[config.mk]
export PLATFORM = sky130hd
export DESIGN_NAME = uart_transceiver
export DESIGN_NICKNAME = d
export VERILOG_FILES = /design/src/rtl/uart_transceiver.sv
export SDC_FILE = /design/constraint.sdc
export NUM_CORES = 1
export LEC_CHECK = 0
export BUFFER_PORTS_ARGS = -buffer_cell sky130_fd_sc_hd__buf_4
export CELL_PAD_IN_SITES_DETAIL_PLACEMENT = 0
export CELL_PAD_IN_SITES_GLOBAL_PLACEMENT = 1
export CORE_UTILIZATION = 34
export DETAILED_ROUTE_END_ITERATION = 6
export HOLD_SLACK_MARGIN = 0.12
export PLACE_DENSITY = 0.58
export SLEW_MARGIN = 25
export SYNTH_ARGS = -nofsm -noshare
export SYNTH_HDL_FRONTEND = slang
export SYNTH_SLANG_ARGS = --single-unit
[constraint.sdc]
create_clock -name clk -period 6.72 [get_ports clk]
set_input_delay 1.344 -clock clk [delete_from_list [all_inputs] [get_ports clk]]
set_output_delay 1.344 -clock clk [all_outputs]
set_load 0.005 [all_outputs]
[src/rtl/uart_transceiver.sv]
// Full-duplex 8-bit UART: 16x oversampled receiver, cycle-counted transmitter.
// Define UART_PARITY_EN for 11-bit frames with an even parity bit and parity_err checking.
module uart_transceiver #(
  parameter int CLK_FREQ = 50_000_000,
  parameter int BAUD     = 9600
) (
  input  logic       clk,
  input  logic       reset,
  input  logic       rx,
  output logic       tx,
  input  logic [7:0] tx_data,
  input  logic       tx_start,
  output logic       tx_busy,
  output logic [7:0] rx_data,
  output logic       rx_valid,
  input  logic       rx_ack,
  output logic       rx_overrun,
  output logic       frame_err,
  output logic       parity_err
);
  localparam int DIV     = CLK_FREQ / (BAUD * 16);
  localparam int BIT_CYC = 16 * DIV;
  localparam int DW      = $clog2(DIV);
  localparam int CW      = $clog2(BIT_CYC);

  typedef enum logic [2:0] {
    S_IDLE,
    S_START,
    S_DATA,
`ifdef UART_PARITY_EN
    S_PARITY,
`endif
    S_STOP
  } state_t;

`ifdef UART_PARITY_EN
  localparam state_t AFTER_DATA = S_PARITY;
`else
  localparam state_t AFTER_DATA = S_STOP;
`endif

  state_t        rx_state, rx_state_next, tx_state, tx_state_next;
  logic [DW-1:0] div_cnt;
  logic          rx_tick, rx_meta, rx_sync, rx_bit_end, rx_stop_done, parity_bad;
  logic [3:0]    rx_tick_cnt;
  logic [2:0]    rx_bit_cnt, tx_bit_cnt, tx_idx;
  logic [7:0]    rx_shift, tx_byte;
  logic [CW-1:0] tx_cyc;
  logic          tx_bit_end, tx_line_next;

  // NOTE: sequential state uses non-blocking assignments only, so every flop
  // samples pre-edge values no matter how the always blocks are ordered.
  always_ff @(posedge clk or negedge reset) begin
    if (!reset) begin
      div_cnt  <= '0;
      rx_meta  <= 1'b1;
      rx_sync  <= 1'b1;
      rx_state <= S_IDLE;
      tx_state <= S_IDLE;
    end else begin
      div_cnt  <= rx_tick ? '0 : div_cnt + DW'(1);
      rx_meta  <= rx;
      rx_sync  <= rx_meta;
      rx_state <= rx_state_next;
      tx_state <= tx_state_next;
    end
  end

  assign rx_tick    = (div_cnt == DW'(DIV - 1));
  assign rx_bit_end = rx_tick && (rx_tick_cnt == 4'd15);

  // NOTE: every variable written here gets a default first, so no path infers a latch.
  always_comb begin
    rx_state_next = rx_state;
    rx_stop_done  = 1'b0;
    unique case (rx_state)
      S_IDLE:   if (!rx_sync) rx_state_next = S_START;
      S_START:  if (rx_tick && rx_tick_cnt == 4'd7) rx_state_next = rx_sync ? S_IDLE : S_DATA;
      S_DATA:   if (rx_bit_end && rx_bit_cnt == 3'd7) rx_state_next = AFTER_DATA;
`ifdef UART_PARITY_EN
      S_PARITY: if (rx_bit_end) rx_state_next = S_STOP;
`endif
      S_STOP: begin
        if (rx_bit_end) begin
          rx_state_next = S_IDLE;
          rx_stop_done  = 1'b1;
        end
      end
      default:  rx_state_next = S_IDLE;
    endcase
  end

  always_ff @(posedge clk or negedge reset) begin
    if (!reset) begin
      rx_tick_cnt <= '0;
      rx_bit_cnt  <= '0;
      rx_shift    <= '0;
    end else begin
      // Any state change restarts the count; inside DATA the 4-bit count wraps 15->0 per bit.
      if (rx_state == S_IDLE || rx_state_next != rx_state) rx_tick_cnt <= '0;
      else if (rx_tick) rx_tick_cnt <= rx_tick_cnt + 4'd1;
      if (rx_state != S_DATA) rx_bit_cnt <= '0;
      else if (rx_bit_end) rx_bit_cnt <= rx_bit_cnt + 3'd1;
      if (rx_state == S_DATA && rx_bit_end) rx_shift <= {rx_sync, rx_shift[7:1]};
    end
  end

`ifdef UART_PARITY_EN
  logic rx_par_bit;

  always_ff @(posedge clk or negedge reset) begin
    if (!reset) begin
      rx_par_bit <= 1'b0;
      parity_err <= 1'b0;
    end else begin
      if (rx_state == S_PARITY && rx_bit_end) rx_par_bit <= rx_sync;
      parity_err <= rx_stop_done && rx_sync && parity_bad;
    end
  end

  assign parity_bad = (^rx_shift) != rx_par_bit;
`else
  assign parity_bad = 1'b0;
  assign parity_err = 1'b0;
`endif

  always_ff @(posedge clk or negedge reset) begin
    if (!reset) begin
      rx_data    <= '0;
      rx_valid   <= 1'b0;
      rx_overrun <= 1'b0;
      frame_err  <= 1'b0;
    end else begin
      frame_err <= rx_stop_done && !rx_sync;
      if (rx_stop_done && rx_sync && !parity_bad) begin
        // An ack landing with the delivery frees the slot, so overrun is left untouched.
        if (!rx_valid || rx_ack) begin
          rx_data  <= rx_shift;
          rx_valid <= 1'b1;
        end else begin
          rx_overrun <= 1'b1;
        end
      end else if (rx_ack && rx_valid) begin
        rx_valid   <= 1'b0;
        rx_overrun <= 1'b0;
      end
    end
  end

  assign tx_bit_end = (tx_cyc == CW'(BIT_CYC - 1));
  assign tx_busy    = (tx_state != S_IDLE);

  always_comb begin
    tx_state_next = tx_state;
    tx_idx        = '0;
    tx_line_next  = 1'b1;
    unique case (tx_state)
      S_IDLE:   if (tx_start) tx_state_next = S_START;
      S_START:  if (tx_bit_end) tx_state_next = S_DATA;
      S_DATA:   if (tx_bit_end && tx_bit_cnt == 3'd7) tx_state_next = AFTER_DATA;
`ifdef UART_PARITY_EN
      S_PARITY: if (tx_bit_end) tx_state_next = S_STOP;
`endif
      S_STOP:   if (tx_bit_end) tx_state_next = S_IDLE;
      default:  tx_state_next = S_IDLE;
    endcase
    // tx is registered, so drive the level of the bit that the next state will be sending.
    if (tx_state == S_DATA) tx_idx = tx_bit_cnt + 3'(tx_bit_end);
    case (tx_state_next)
      S_START:  tx_line_next = 1'b0;
      S_DATA:   tx_line_next = tx_byte[tx_idx];
`ifdef UART_PARITY_EN
      S_PARITY: tx_line_next = ^tx_byte;
`endif
      default:  tx_line_next = 1'b1;
    endcase
  end

  always_ff @(posedge clk or negedge reset) begin
    if (!reset) begin
      tx         <= 1'b1;
      tx_cyc     <= '0;
      tx_bit_cnt <= '0;
      tx_byte    <= '0;
    end else begin
      tx <= tx_line_next;
      if (tx_state == S_IDLE || tx_bit_end) tx_cyc <= '0;
      else tx_cyc <= tx_cyc + CW'(1);
      if (tx_state != S_DATA) tx_bit_cnt <= '0;
      else if (tx_bit_end) tx_bit_cnt <= tx_bit_cnt + 3'd1;
      if (tx_state == S_IDLE && tx_start) tx_byte <= tx_data;
    end
  end

endmodule

==> out/metrics.yaml, run 1 <==
drt_iter0_markers: 37
start_util: 0.353
ant_nets: 0
synth.area.top_cells: "dfrtp_1 52%, mux2_2 8.3%, ha_1 4.0%, xnor2_1 3.9%, nor2_1 3.5%"
status: "finished clean"
maxCapViolCount: 0
p_leak_nw: 1.70
rows: 34
grt.overflow.total: 0
yosys-top-cells-count: "65 x dfrtp_1, 29 x nor2_1, 23 x mux2_2"
grt_setup_unrepaired: "false"
dieWidth_microns: 97.7
clk_pin_slew_ns: 0.08
path_cells: "or2_2 > nor2_1 > inv_1 > buf_4"
slowest_delay_ns: 0.39
layoutNonFillerInstCount: 409
dr.pass1.iters: 4
drc: 0
avgSynthCellArea_sq_um: 11.7
clock-skew-final_ns: 0.0102
worstPathRequired_ns: 5.38
port_buffers: 25
clock_power_share: 0.427
crit_path_start_kind: "flop"
cts_setup_buffers: 0
worst_slack_ns: 3.90
insertion_delay_ns: 0.34
htree_levels: 3
grt_max_degree: 69
fin_crit_ns: 2.82
wl_per_cell_microns: 13.4
crit_family: "simple AND/OR/NAND/NOR gates"
synth_edf_count: 0
ios: 27
post_drt_via_cell_ratio: 4.87
dp_worst_setup_slack_ns: 3.98
fmax_mhz: 355
nets: 319
p_sw_mw: 0.198
whs_ns: 0.357
final-max-slew-violation-count: 0
synth.most_common_cell: "dfrtp_1"
fp.coreArea_sq_mm: 0.00881
postPlaceCellArea_sq_mm: 0.00340
p_seq_frac: 0.513
cp_max_fo: 3
power.internal_mw: 0.668
setup_viol: 0
vdd_drop_max_v: 0.000126
drive_gt1_frac: 0.262
synth_seq_cells: 68
fin_util: 0.412
cts_hold_buffers: 0
synth_area_sq_mm: 0.00311
clock_sinks: 68
powerDensity_mw_per_mm2: 239
tns_ns: 0
crit_path_end_kind: "primary output"
hold_class: "flop to flop"
grt_pass1_wl_microns: 9590
worstPathArrival_ns: 1.47
place.gp.congestion: 0.732
syn_inst: 267
worst_pin_slew_ns: 0.863
pwr-share-comb: 0.059
yosysUniqueCellTypes: 47
hold_violations: 0
switching_share: 0.228
routed_wl_microns: 5490
die_h_microns: 97.7
max-slew-margin-rel: 0.425
cts_tree: "built"
power_mw: 0.866
seq_area_frac_synth: 0.548
fp.dieArea_sq_mm: 0.00954
dp.cells: 393
cts-resized-gates: 0
diodes: 0
synth_top_area_cell: "dfrtp_1"
grt_pass1_vias: 2025
area_growth_pct: 16.6
min_period_over_period: 0.419
path_buf_inv: 2
cp_slowest_cell: "dfrtp_1"
yosysTopAreaCellShare: 0.523
hpwl_microns: 3770
cts_root_buf: "clkbuf_8"
final_cell_area_sq_mm: 0.00363
clockBufferDepth: 2
numCtsBuffers: 9
ys_async_sr_fraction: 1.00
yosys_warnings: 0
crit_type: "flop to primary output"
synth-main-ff-cell: "dfrtp_1"
antenna_found_initial: 0
grt_usage: 0.129
dr_total_vias: 1993
## cell usage in the layout, fill, tap and decap left out, types with 3 or more instances in the layout
master / n
or2_2: 3
nor2_1: 29
inv_1: 6
conb_1: 3
nand3_1: 8
ha_1: 10
dfstp_2: 3
mux2i_1: 3
clkinv_4: 3
xnor2_1: 14
nand4_1: 3
nand2_1: 20
and2_1: 3
xor2_1: 11
a21oi_1: 8
mux2_2: 23
o21ai_0: 4
dfrtp_1: 65
buf_4: 25
and3_1: 12
clkbuf_8: 9
## layout make-up
cell class,count,area [sq um]
clock inverters,7,101
inverters,6,22.5
flip-flops and latches,68,1710
repair buffers,25,188
multi-input cells,186,1350
well taps,108,135
fillers,876,5180
clock buffers,9,124
## state kept, by name, indices dropped and copies added, names as in the netlist, 3 cells and up
| signal | cells |
|---|---|
| rx_tick_cnt | 4 |
| tx_byte | 8 |
| rx_shift | 8 |
| rx_data | 8 |
| div_cnt | 9 |
| rx_state | 3 |
| tx_bit_cnt | 3 |
| rx_bit_cnt | 3 |
| tx_cyc | 13 |
| tx_state | 3 |
## final timing paths
kind / start / endpoint / slack, ns / cells after the start
max reg2reg: tx_cyc[0] / tx / 4.00 / 9
min: rx_meta / rx_sync / 0.36 / 0
max: tx_state[2] / tx_busy / 3.90 / 4
min in group asynchronous: reset / tx_cyc[8] / 1.08 / 1
min reg2reg: rx_meta / rx_sync / 0.36 / 0
max in group asynchronous: reset / rx_shift[7] / 5.04 / 1
## worst reg2reg max path: stages (launching register included)
cell and delay (ns):
dfrtp_1 0.40, ha_1 0.22, and3_1 0.24, and4_2 0.29, ha_1 0.20, ha_1 0.35
mux4_2 0.51, a211oi_1 0.24, o21a_1 0.15, o22ai_2 0.07
## routing by layer
metal / GRT usage / up-vias / wire length (microns)
li1: - / 977 / -
met1: 0.164 / 981 / 2660
met2: 0.207 / 30 / 2580
met3: 0.0482 / 5 / 193
met4: 0.0315 / 0 / 60
met5: 0 / - / 0
## power groups by stage
stage / clock network [mW] / registers, mW / logic, mW
after global placement: 0 / 0.453 / 0.0522
after floorplan: 0 / 0.448 / 0.0337
after global routing: 0.405 / 0.447 / 0.0590
after detailed placement: 0 / 0.453 / 0.0530
final: 0.370 / 0.445 / 0.0511
after CTS: 0.386 / 0.445 / 0.0535
## cell families (layout without fill, tap and decap cells)
logic type      after synthesis  after routing  synth area share
simple gates                100            100             0.177
flops                        68             68             0.548
xor+xnor                     25             25            0.0704
compound gates               21             21            0.0434
fa+ha+maj                    10             10            0.0402
mux                          27             27             0.100
buf+inv                      15             47            0.0201
other cells                   1              3           0.00121
Power figures use the tool's default switching activity.
==> run 2: changes to the inputs <==
- ABC_AREA: default -> 1
- PLACE_DENSITY: 0.58 -> 0.6
- clock period: 6.72 -> 2.8 ns (I/O delays scaled with it)
==> run 2 against run 1 <==
Net effect: final cell count increased by 29%; synthesized area increased by 5.8%; first-iteration DRC count increased by 73%; synthesized cell count increased by 34%; via count increased by 17%; worst hold slack got worse by 0.037 ns; cell area increased by 4.5%; register-to-register slack got worse by 3.4 ns; die area increased by 5.7%; power increased by 130%; critical path type is now flop to flop; largest cell class unchanged; highest routed layer unchanged.
==> out/metrics.yaml, run 2 <==
vdd_drop_max_v: 0.000236
final_common_cell: "dfrtp_1"
cts_setup_buffers: 0
cts-resized-gates: 0
post_drt_via_cell_ratio: 4.41
dr.pass1.iters: 4
nets: 417
routed_wl_microns: 5900
synth-main-ff-cell: "dfrtp_1"
grt_pass1_vias: 2335
powerDensity_mw_per_mm2: 514
crit_path_end_kind: "flop"
hpwl_microns: 4250
hold_class: "primary input to async pin"
avgSynthCellArea_sq_um: 9.17
crit_path_start_kind: "flop"
seq_area_frac_synth: 0.518
rows: 35
clockBufferDepth: 2
hold_violations: 0
p_leak_nw: 1.81
min_period_over_period: 0.774
cts_hold_buffers: 0
start_util: 0.353
yosys_warnings: 0
max-slew-margin-rel: 0.417
grt_max_degree: 69
postPlaceCellArea_sq_mm: 0.00361
numCtsBuffers: 9
diodes: 0
dr_total_vias: 2329
port_buffers: 25
synth_edf_count: 0
seq_area_sq_mm: 0.00171
fp.dieArea_sq_mm: 0.0101
cts_tree: "built"
grt_pass1_wl_microns: 10700
setup_viol: 0
worstPathRequired_ns: 3.07
clock-skew-final_ns: 0.0129
layout_common_cells: "65 x dfrtp_1, 57 x nand2_1, 53 x inv_1"
tns_ns: 0
final-max-slew-violation-count: 0
multiInputGateArea_sq_mm: 0.00133
status: "finished clean"
fp.coreArea_sq_mm: 0.00933
drt_iter0_markers: 64
cp_max_fo: 4
grt.overflow.total: 0
grt_setup_unrepaired: "false"
area_growth_pct: 15.1
yosysTopAreaCellShare: 0.494
largest_reg_flops: 13
reg_top3: "tx_cyc (13), div_cnt (9)"
cts_root_buf: "clkbuf_8"
worstPathArrival_ns: 2.44
crit_type: "flop to flop"
crit_path_start: "tx_cyc[0]"
yosysUniqueCellTypes: 39
wl_per_cell_microns: 11.2
htree_levels: 3
grt_usage: 0.136
drc: 0
synth_top_area_cell: "dfrtp_1"
synth_seq_cells: 68
dieWidth_microns: 100
maxCapViolCount: 0
drive_gt1_frac: 0.188
fin_crit_ns: 2.17
antenna_found_initial: 0
clk_pin_slew_ns: 0.08
synth.area.top_cells: "dfrtp_1 49%, nand2_1 6.5%, inv_1 6.0%, nor2_1 5.0%, ha_1 3.8%"
r2r_start: "tx_cyc[0]"
ys_async_sr_fraction: 1.00
yosys-top-cells-count: "65 x dfrtp_1, 57 x nand2_1, 53 x inv_1"
syn_inst: 359
clock_sinks: 68
fmax_mhz: 461
ios: 27
synth.most_common_cell: "dfrtp_1"
synth_area_sq_mm: 0.00329
regMostFlops: "tx_cyc"
n_fill_cell: 963
die_h_microns: 100
place.gp.congestion: 0.725
final_cell_area_sq_mm: 0.00379
insertion_delay_ns: 0.33
worst_pin_slew_ns: 0.875
ant_nets: 0
[run 2: kinds of logic (layout without fill, tap and decap cells)]
group | after synthesis | after routing | synth area share
AND/OR/NAND/NOR | 157 | 157 | 0.233
flip-flops | 68 | 68 | 0.518
buffers and inverters | 60 | 98 | 0.0794
AO/OA/AOI/OAI | 49 | 49 | 0.0874
adder cells (fa/ha/maj) | 10 | 10 | 0.0380
multiplexers | 8 | 8 | 0.0274
XOR/XNOR | 6 | 6 | 0.0160
other | 1 | 3 | 0.00114
[run 2: critical path: stages (launching register included)]
cell,delay [ns]
dfrtp_1,0.37
ha_1,0.19
nand3_1,0.12
nor2_1,0.12
nand2_1,0.10
inv_1,0.16
ha_1,0.17
ha_1,0.13
inv_1,0.04
or2_2,0.26
a21oi_1,0.15
nand3b_1,0.12
nand3_1,0.07
nand2_1,0.06
nand2_1,0.04
[run 2: cell type report]
class                           count  share of cell area
Clock buffer                       12              0.0409
Clock inverter                      4             0.00660
Inverter                           56              0.0568
Multi-Input combinational cell    233               0.352
Sequential cell                    68               0.450
Tap cell                          129              0.0426
Timing Repair Buffer               26              0.0515
[run 2: per-layer routing]
layer  up-vias  global-route usage  part of all wire
met4         0              0.0401             0.013
li1       1232                   -                 -
met5         -                   0                 0
met3         8              0.0397             0.023
met2        20               0.220              0.46
met1      1069               0.176              0.51
[run 2: where the power goes]
part           switching (mW)  internal, mW
combinational          0.0785        0.0734
clock                   0.358         0.367
sequential             0.0352          1.04
total                   0.471          1.48
[run 2: worst paths after layout]
check                                   to  slack [ns]  depth (start not counted)
min in group clk                   rx_meta        0.33                          1
max in group asynchronous        tx_cyc[1]        1.87                          1
worst max-delay path                    tx        0.63                         14
worst max register to register          tx        0.63                         14
worst min register to register     rx_sync        0.36                          0
worst min-delay path            tx_cyc[10]        0.32                          1
[run 2: stage by stage]
| stage | util | total power, mW | setup WS (ns) | instances | hold slack, ns |
|---|---|---|---|---|---|
| after CTS | 0.406 | 1.99 | 0.613 | 528 | 0.310 |
| after detailed placement | 0.387 | 1.25 | 0.606 | 512 | 0.349 |
| final | 0.406 | 1.95 | 0.633 | 528 | 0.320 |
| after global placement | 0.387 | 1.25 | 0.650 | 512 | 0.347 |
| after global routing | 0.406 | 2.06 | 0.281 | 528 | 0.298 |
| after floorplan | - | 1.18 | 0.780 | 361 | 0.264 |
==> run 3: changes to the inputs <==
- PLACE_DENSITY: 0.6 -> 0.62
- clock period: 2.8 -> 1.9 ns (I/O delays scaled with it)
==> run 3 against run 2 <==
Net effect: clock-buffer cell count stayed put; power rose by 63%; maximum frequency up 17%; via count is 4.3% higher; flip-flop and latch count is the same; clock power grew 85%; critical endpoint unchanged; highest routed layer unchanged.
==> out/metrics.yaml, run 3 (synthesized netlist as in run 2, its figures left out) <==
routed_wl_microns: 6280
setup_viol: 0
crit_path_start_kind: "flop"
final-max-slew-violation-count: 0
max-slew-margin-rel: 0.562
ios: 27
diodes: 0
ant_nets: 0
powerDensity_mw_per_mm2: 779
grt_max_degree: 34
reg2reg_to: "tx"
hpwl_microns: 4570
r2r_start: "tx_cyc[0]"
rows: 35
htree_levels: 3
numCtsBuffers: 9
whs_path_depth: 2
clk_pin_slew_ns: 0.08
place.gp.congestion: 0.769
cts_root_buf: "clkbuf_8"
crit_path_start: "tx_cyc[0]"
cts_setup_buffers: 0
clock_power_share: 0.422
drive_gt1_frac: 0.242
grt_pass1_vias: 2458
drc: 0
post_drt_via_cell_ratio: 4.42
r2r_slack_ns: 0.05
switching_share: 0.223
insertion_delay_ns: 0.33
grt_setup_unrepaired: "true"
area_growth_pct: 23.6
power.internal_mw: 2.46
postPlaceCellArea_sq_mm: 0.00379
dr.pass1.iters: 4
vdd_drop_max_v: 0.000442
port_buffers: 25
antenna_found_initial: 0
fin_crit_ns: 1.85
reg_top3: "tx_cyc (13), div_cnt (9)"
final_cell_area_sq_mm: 0.00407
fp.coreArea_sq_mm: 0.00933
whs_ns: 0.274
die_h_microns: 100
clock_sinks: 68
maxCapViolCount: 0
cts_tree: "built"
hold_violations: 0
clock-skew-final_ns: 0.0119
final_common_cell: "dfrtp_1"
start_util: 0.353
largest_reg_flops: 13
p_sw_mw: 0.706
min_period_over_period: 0.976
dieWidth_microns: 100
layout_common_cells: "65 x dfrtp_1, 57 x nand2_1, 51 x inv_1"
crit_path_end_kind: "flop"
clockBufferDepth: 2
p_leak_nw: 1.93
worstSetupEndpoint: "tx"
hold_class: "primary input to flop"
p_seq_frac: 0.499
fp.dieArea_sq_mm: 0.0101
reg2reg_depth: 14
worst_pin_slew_ns: 0.655
worst_slack_ns: 0.0452
worstPathRequired_ns: 2.17
fmax_mhz: 539
cp_max_fo: 3
status: "finished clean"
dp.cells: 531
dr_total_vias: 2429
grt_pass1_wl_microns: 11000
crit_type: "flop to flop"
worstPathArrival_ns: 2.12
layoutNonFillerInstCount: 550
grt_usage: 0.140
n_fill_cell: 921
regMostFlops: "tx_cyc"
power_mw: 3.17
dp_worst_setup_slack_ns: -0.000339
nets: 439
wl_per_cell_microns: 11.4
pwr-share-comb: 0.078
grt.overflow.total: 0
drt_iter0_markers: 94
-- run 3: how the worst min path moves through the flow --
stage / startpoint / to / slack, ns
floorplan: reset / div_cnt[0] / 0.08
global placement: reset / tx_cyc[4] / 0.27
detailed placement: reset / tx_cyc[4] / 0.28
CTS: rx / rx_meta / 0.13
global route: tx_data[7] / tx_byte[7] / 0.24
finish: tx_data[5] / tx_byte[5] / 0.27
-- run 3: worst max-delay path: stages, from the launching register on --
cell and delay [ns]:
dfrtp_1 0.36, ha_2 0.20, nand3_2 0.07, nor2_1 0.08
nand2_1 0.08, inv_2 0.09, ha_4 0.12, ha_1 0.12
inv_1 0.05, or2_4 0.23, a21oi_4 0.12, nand3b_1 0.12
nand3_1 0.06, nand2_1 0.06, nand2_1 0.04
-- run 3: timing repair --
action                                  4_1_cts  5_1_grt
hold buffers                                  1        1
endpoints found under the setup margin        0        5
resized for setup                             0        4
hold endpoints to repair                     13        1
-- run 3: power groups by stage --
stage | clock network (mW) | registers (mW) | logic, mW
final | 1.34 | 1.58 | 0.248
after global routing | 1.46 | 1.59 | 0.288
after CTS | 1.40 | 1.58 | 0.254
after detailed placement | 0 | 1.61 | 0.252
after global placement | 0 | 1.61 | 0.249
after floorplan | 0 | 1.60 | 0.142
-- run 3: metal layers --
layer  vias to the layer above  global-route usage  part of all wire
met1                      1136               0.177              0.50
met3                         4              0.0467             0.029
met5                         -                   0                 0
met2                        18               0.227              0.47
met4                         0              0.0446            0.0075
li1                       1271                   -                 -
-- run 3: layout make-up --
class / instances / area (sq um) / share of cell area
flip-flops and latches: 68 / 1710 / 0.419
inverters: 56 / 215 / 0.0529
clock inverters: 4 / 72.6 / 0.0178
clock buffers: 12 / 155 / 0.0381
multi-input cells: 234 / 1390 / 0.341
repair buffers: 47 / 370 / 0.0910
well taps: 129 / 161 / 0.0397
-- run 3: metrics by stage --
| stage | TNS, ns | util |
|---|---|---|
| global route | -0.105 | 0.436 |
| floorplan | 0 | - |
| finish | 0 | 0.436 |
| detailed placement | -0.000339 | 0.407 |
| global placement | 0 | 0.407 |
| CTS | 0 | 0.432 |
